`src/rtl/chimera_pkg.sv`:
```
// Shared types and defaults for the Chimera cluster power sequencer.
// Holds the per-cluster state enum, parameter defaults and a counter-width helper.
package chimera_pkg;

    localparam int unsigned ExtClusters      = 5;
    localparam int unsigned DefRstCycles     = 8;
    localparam int unsigned DefTimeoutCycles = 1024;

    typedef enum logic [2:0] {
        PWR_OFF    = 3'd0,
        PWR_CLK_ON = 3'd1,
        PWR_DEISO  = 3'd2,
        PWR_ON     = 3'd3,
        PWR_ISO    = 3'd4,
        PWR_RST    = 3'd5
    } pwr_state_e;

    // One counter serves both the reset hold and the isolation timeout,
    // so it must hold the larger of the two limits without wrapping.
    function automatic int unsigned cnt_width(
        input int unsigned a,
        input int unsigned b
    );
        int unsigned m;
        m = (a > b) ? a : b;
        return $clog2(m + 1);
    endfunction

endpackage

```
`src/rtl/chimera_cluster_pwr_fsm.sv`:
```
// Power sequencer for a single cluster domain (Moore FSM + shared counter).
// Ports: clk_i/rst_i, pwr_req_i, isolated_i, err_clr_i in; isolate_o,
// clk_en_o, cluster_rst_no, pwr_ack_o, busy_o, err_o out.
module chimera_cluster_pwr_fsm
    import chimera_pkg::*;
#(
    parameter int unsigned RstCycles     = DefRstCycles,
    parameter int unsigned TimeoutCycles = DefTimeoutCycles
) (
    input  logic clk_i,
    input  logic rst_i,
    input  logic pwr_req_i,
    input  logic isolated_i,
    input  logic err_clr_i,
    output logic isolate_o,
    output logic clk_en_o,
    output logic cluster_rst_no,
    output logic pwr_ack_o,
    output logic busy_o,
    output logic err_o
);

    localparam int unsigned CntW = cnt_width(RstCycles, TimeoutCycles);

    // Hold counters load RstCycles-1 on entry and leave when they hit 0,
    // which gives exactly RstCycles cycles in CLK_ON / RST.
    localparam logic [CntW-1:0] RstLoad = CntW'(RstCycles - 1);
    localparam logic [CntW-1:0] TmoMax  = CntW'(TimeoutCycles);
    localparam logic [CntW-1:0] CntOne  = CntW'(1);

    pwr_state_e      r_state;
    pwr_state_e      w_state_nxt;
    logic [CntW-1:0] r_cnt;
    logic [CntW-1:0] w_cnt_nxt;
    logic [CntW-1:0] w_cnt_sat;
    logic            r_err;
    logic            w_err_set;

    always_ff @(posedge clk_i) begin
        if (rst_i) begin
            r_state <= PWR_OFF;
            r_cnt   <= '0;
            r_err   <= 1'b0;
        end else begin
            r_state <= w_state_nxt;
            r_cnt   <= w_cnt_nxt;
            // set wins over a simultaneous clear
            r_err   <= w_err_set | (r_err & ~err_clr_i);
        end
    end

    // saturating up-count while waiting on the isolation handshake
    assign w_cnt_sat = (r_cnt == TmoMax) ? r_cnt : r_cnt + CntOne;

    always_comb begin
        w_state_nxt = r_state;
        w_cnt_nxt   = r_cnt;
        w_err_set   = 1'b0;
        unique case (r_state)
            PWR_OFF: begin
                if (pwr_req_i) begin
                    w_state_nxt = PWR_CLK_ON;
                    w_cnt_nxt   = RstLoad;
                end
            end
            PWR_CLK_ON: begin
                if (r_cnt == '0) begin
                    w_state_nxt = PWR_DEISO;
                    w_cnt_nxt   = '0;
                end else begin
                    w_cnt_nxt = r_cnt - CntOne;
                end
            end
            PWR_DEISO: begin
                if (!isolated_i) begin
                    w_state_nxt = PWR_ON;
                    w_cnt_nxt   = '0;
                end else begin
                    w_cnt_nxt = w_cnt_sat;
                    w_err_set = (r_cnt == TmoMax - CntOne);
                end
            end
            PWR_ON: begin
                if (!pwr_req_i) begin
                    w_state_nxt = PWR_ISO;
                    w_cnt_nxt   = '0;
                end
            end
            PWR_ISO: begin
                if (isolated_i) begin
                    w_state_nxt = PWR_RST;
                    w_cnt_nxt   = RstLoad;
                end else begin
                    w_cnt_nxt = w_cnt_sat;
                    w_err_set = (r_cnt == TmoMax - CntOne);
                end
            end
            PWR_RST: begin
                if (r_cnt == '0) begin
                    w_state_nxt = PWR_OFF;
                    w_cnt_nxt   = '0;
                end else begin
                    w_cnt_nxt = r_cnt - CntOne;
                end
            end
            default: begin
                w_state_nxt = PWR_OFF;
                w_cnt_nxt   = '0;
            end
        endcase
    end

    always_comb begin
        isolate_o      = 1'b1;
        clk_en_o       = 1'b0;
        cluster_rst_no = 1'b0;
        pwr_ack_o      = 1'b0;
        busy_o         = 1'b0;
        unique case (r_state)
            PWR_OFF: begin
                isolate_o = 1'b1;
            end
            PWR_CLK_ON, PWR_RST: begin
                clk_en_o = 1'b1;
                busy_o   = 1'b1;
            end
            PWR_DEISO: begin
                isolate_o      = 1'b0;
                clk_en_o       = 1'b1;
                cluster_rst_no = 1'b1;
                busy_o         = 1'b1;
            end
            PWR_ON: begin
                isolate_o      = 1'b0;
                clk_en_o       = 1'b1;
                cluster_rst_no = 1'b1;
                pwr_ack_o      = 1'b1;
            end
            PWR_ISO: begin
                clk_en_o       = 1'b1;
                cluster_rst_no = 1'b1;
                busy_o         = 1'b1;
            end
            default: begin
                isolate_o = 1'b1;
            end
        endcase
    end

    assign err_o = r_err;

endmodule

```
`src/rtl/chimera_cluster_pwr_seq.sv`:
```
// Top-level power sequencer: one independent FSM per cluster domain.
// Ports: clk_i/rst_i; per-cluster pwr_req_i, isolated_i, err_clr_i in;
// isolate_o, clk_en_o, cluster_rst_no, pwr_ack_o, busy_o, err_o out.
module chimera_cluster_pwr_seq
    import chimera_pkg::*;
#(
    parameter int unsigned NumClusters   = ExtClusters,
    parameter int unsigned RstCycles     = DefRstCycles,
    parameter int unsigned TimeoutCycles = DefTimeoutCycles
) (
    input  logic                   clk_i,
    input  logic                   rst_i,
    input  logic [NumClusters-1:0] pwr_req_i,
    input  logic [NumClusters-1:0] isolated_i,
    input  logic [NumClusters-1:0] err_clr_i,
    output logic [NumClusters-1:0] isolate_o,
    output logic [NumClusters-1:0] clk_en_o,
    output logic [NumClusters-1:0] cluster_rst_no,
    output logic [NumClusters-1:0] pwr_ack_o,
    output logic [NumClusters-1:0] busy_o,
    output logic [NumClusters-1:0] err_o
);

    for (genvar g = 0; g < NumClusters; g++) begin : g_cluster
        chimera_cluster_pwr_fsm #(
            .RstCycles     (RstCycles),
            .TimeoutCycles (TimeoutCycles)
        ) u_fsm (
            .clk_i          (clk_i),
            .rst_i          (rst_i),
            .pwr_req_i      (pwr_req_i[g]),
            .isolated_i     (isolated_i[g]),
            .err_clr_i      (err_clr_i[g]),
            .isolate_o      (isolate_o[g]),
            .clk_en_o       (clk_en_o[g]),
            .cluster_rst_no (cluster_rst_no[g]),
            .pwr_ack_o      (pwr_ack_o[g]),
            .busy_o         (busy_o[g]),
            .err_o          (err_o[g])
        );
    end

endmodule

```
`config.mk`:
```
export PLATFORM = sky130hd
export DESIGN_NAME = chimera_cluster_pwr_seq
export DESIGN_NICKNAME = d
export VERILOG_FILES = /design/src/rtl/chimera_pkg.sv /design/src/rtl/chimera_cluster_pwr_fsm.sv /design/src/rtl/chimera_cluster_pwr_seq.sv
export SDC_FILE = /design/constraint.sdc
export NUM_CORES = 1
export LEC_CHECK = 0
export ABC_AREA = 0
export CAP_MARGIN = 15
export CORE_ASPECT_RATIO = 0.7
export CORE_MARGIN = 1
export CORE_UTILIZATION = 30
export DETAILED_ROUTE_END_ITERATION = 7
export PLACE_DENSITY = 0.58
export SLEW_MARGIN = 25
export SYNTH_ARGS = -nofsm -noshare
export SYNTH_HDL_FRONTEND = slang
export SYNTH_SLANG_ARGS = --single-unit
```
`constraint.sdc`:
```
create_clock -name clk_i -period 2 [get_ports clk_i]
set_input_delay 0.5 -clock clk_i [delete_from_list [all_inputs] [get_ports clk_i]]
set_output_delay 0.5 -clock clk_i [all_outputs]
set_load 0.02 [all_outputs]
```
==> impl_metrics.toml <==
[timing]
layout_worst_path_cycle_share = 1.02
setup_viol = 1
max_freq_mhz = 489
worst_slew_pin_slew_ps = 626
rsz0062_at_grt = "true"
fin_ws_ps = -45.1
whs_ps = 471
hold_viol = 0
relSlewSlack = 0.582
slew_violations = 0
fin_crit_ps = 2050
fin_worst_skew_ps = 5.60

[worst_setup_path]
crit_chain = "clkdlybuf4s50_1 > or3b_1 > a21oi_1 > buf_4 > a21oi_1 > a2111oi_1 > a31o_2"
cp_slowest_cell = "a2111oi_1"
crit_fanout = 4
worstSetupStartpoint = "isolated_i[1]"
required_ps = 2290
reg2reg_depth = 8
startpoint_type = "primary input"
critical_path_class = "primary input to flop"
worstReg2RegStart = "g_cluster[1].u_fsm.r_cnt[1]"
cpMostUsedCell = "a21oi_1"
crit_arrival_ps = 2330
max_stage_delay_ps = 450
critPathCaptureType = "flop"

[yosys]
yosys_warnings = 0
syn_inst = 883
yosysSeqAreaShare = 0.242
async_flop_share = 0
syn_area_um2 = 6200
ys_top_cells_by_area = "dfxtp_1 24%, a21oi_1 5.8%, nor2_1 5.6%"
synth_most_common_cell = "nor2_1"
synth_common_cells = "92 x nor2_1, 75 x dfxtp_1, 72 x a21oi_1"
ys_ff_latch = 75
synth.avg_cell_area_um2 = 7.02
synth_edf_count = 0
syn_nets = 910
synth_top_area_frac = 0.242
synth_cell_type_count = 76
synth_top_cell_by_area = "dfxtp_1"
ys.flop_type = "dfxtp_1"

[clocking]
cts-hold-fix-buffers = 0
tritoncts = "built"
clockBufferDepth = 2
clk_pin_slew_ps = 60
cts.sinks = 75
h-tree-depth = 3
clockRootBuffer = "clkbuf_16"
numCtsBuffers = 9
clock_latency_ps = 350

[routing]
avgViaCountPerCell = 5.40
drtPass1Iterations = 5
drt.antenna.violating_nets = 0
wl_per_cell_um = 14.2
route.detailed.drc = 0
drt_wl_total_mm = 17.8
vias = 6759
drt_iter0_markers = 550

[floorplan]
rows = 43
ios = 47
die_area_um2 = 21200
die_w_um = 174
die-height_um = 122
core_um2 = 20000
initial_core_util = 0.310

[outcome]
violations = "setup timing"
status = "finished, violations left"

[power]
power.density_nw_per_um2 = 1450
power.leakage_uw = 0.00306
irDropWorstVdd_mv = 0.545

[grt]
gr-total-overflow = 0
grt_pass1_wl_mm = 29.5
antenna_found_initial = 0
grt_pass1_vias = 5956
grt_max_degree = 40
grt_use_total = 0.169

[placement]
dpl.cell_count = 1234
gp_congestion = 0.923
dp_hpwl_mm = 12.9
io_buffers = 46
place_ws_ps = -321

[finish]
fin_nets = 1004
layout-drive-gt1-share = 0.224
antenna_cells = 0
final_cells = 1252
synthToLayoutAreaGrowth_pct = 29.2
n_fill_cell = 2113

[min_path]
hp-start = "g_cluster[2].u_fsm.err_o"
hold_class = "flop to flop"
worstHoldPathCells = 2

[run]
max_cap_viol_count = 0
==> flip-flops by register name, summed over array words and instances, names as in the netlist <==
signal	cells
g_cluster.u_fsm.r_state	15
g_cluster.u_fsm.r_cnt	55
g_cluster.u_fsm.err_o	5
==> final cells by class <==
class                      count  area [um2]  share of cell area
clock buffer                  12         256              0.0320
clock inverter                 4        72.6             0.00906
inverter                      37         139              0.0173
multi-input combinational    667        4170               0.521
sequential                    75        1520               0.190
tap                          270         338              0.0422
timing repair buffer         187        1510               0.189
==> worst max-delay path, delay by kind of cell <==
family / cells / cell delay [ps]
simple gates: 1 / 390
buf+inv: 2 / 580
compound gates: 4 / 860
==> through the flow <==
step | util | TNS [ps] | area [um2] | total power [uW]
floorplan | - | -31.3 | 6240 | 7190
global placement | 0.379 | -6230 | 7590 | 9590
detailed placement | 0.379 | -7100 | 7590 | 9610
CTS | 0.396 | -23.7 | 7920 | 11400
global route | 0.400 | -96.8 | 8010 | 12600
finish | 0.400 | -45.1 | 8010 | 11600
==> power by group <==
part	internal (uW)	switching [uW]	leakage, uW	total, uW
Sequential	1920	485	0.000618	2400
Clock	1160	665	0.000159	1820
Combinational	3390	4000	0.00229	7390
==> layout by cell type, fill, tap and decap left out, drive strengths merged, types with 5 or more instances in the layout <==
cell / n
buf: 143
nor2: 92
dfxtp: 75
a21oi: 72
o21ai: 59
nand2: 52
nor3: 45
nand3: 39
inv: 37
nand2b: 23
clkdlybuf4s50: 20
a31oi: 20
dlygate4sd2: 18
a211oi: 16
xnor2: 15
clkbuf: 15
nor2b: 14
nor4: 14
a21o: 12
a221oi: 12
or3: 11
nand3b: 10
a311oi: 10
nand4: 10
ha: 10
nor3b: 9
o31ai: 8
and3: 7
or4: 7
o211ai: 7
or3b: 7
o22ai: 6
xor2: 6
a32oi: 5
==> kinds of logic after synthesis <==
| kind of cell | count (synthesis) | synth area share |
|---|---|---|
| xor gates and xnor gates | 21 | 0.0297 |
| buffers and inverters | 142 | 0.107 |
| adders and majority gates | 10 | 0.0202 |
| muxes | 1 | 0.00161 |
| and+or+nand+nor | 357 | 0.304 |
| DFF | 75 | 0.242 |
| AOI/OAI and AO/OA | 277 | 0.296 |
==> worst paths after layout <==
check / endpoint / slack (ps)
worst max-delay path: g_cluster[1].u_fsm.r_cnt[5] / -50
worst min register to register: g_cluster[2].u_fsm.err_o / 470
worst max register to register: g_cluster[1].u_fsm.r_cnt[5] / 30
worst min-delay path: g_cluster[2].u_fsm.err_o / 470
==> what timing repair did <==
action	4_1_cts	5_1_grt
resized for setup	48	34
buffers inserted	0	1
setup endpoints to repair	32	37
pin swaps	0	4
gates cloned	0	1
hold endpoints to repair	0	0
==> per-layer routing <==
| metal | GRT usage | vias to the layer above | routed length (um) |
|---|---|---|---|
| met5 | 0 | - | 0 |
| met4 | 0.0340 | 0 | 117 |
| met3 | 0.0431 | 11 | 1110 |
| met2 | 0.233 | 196 | 6970 |
| met1 | 0.257 | 3126 | 9560 |
| li1 | - | 3426 | - |
Power figures use the tool's default switching activity.
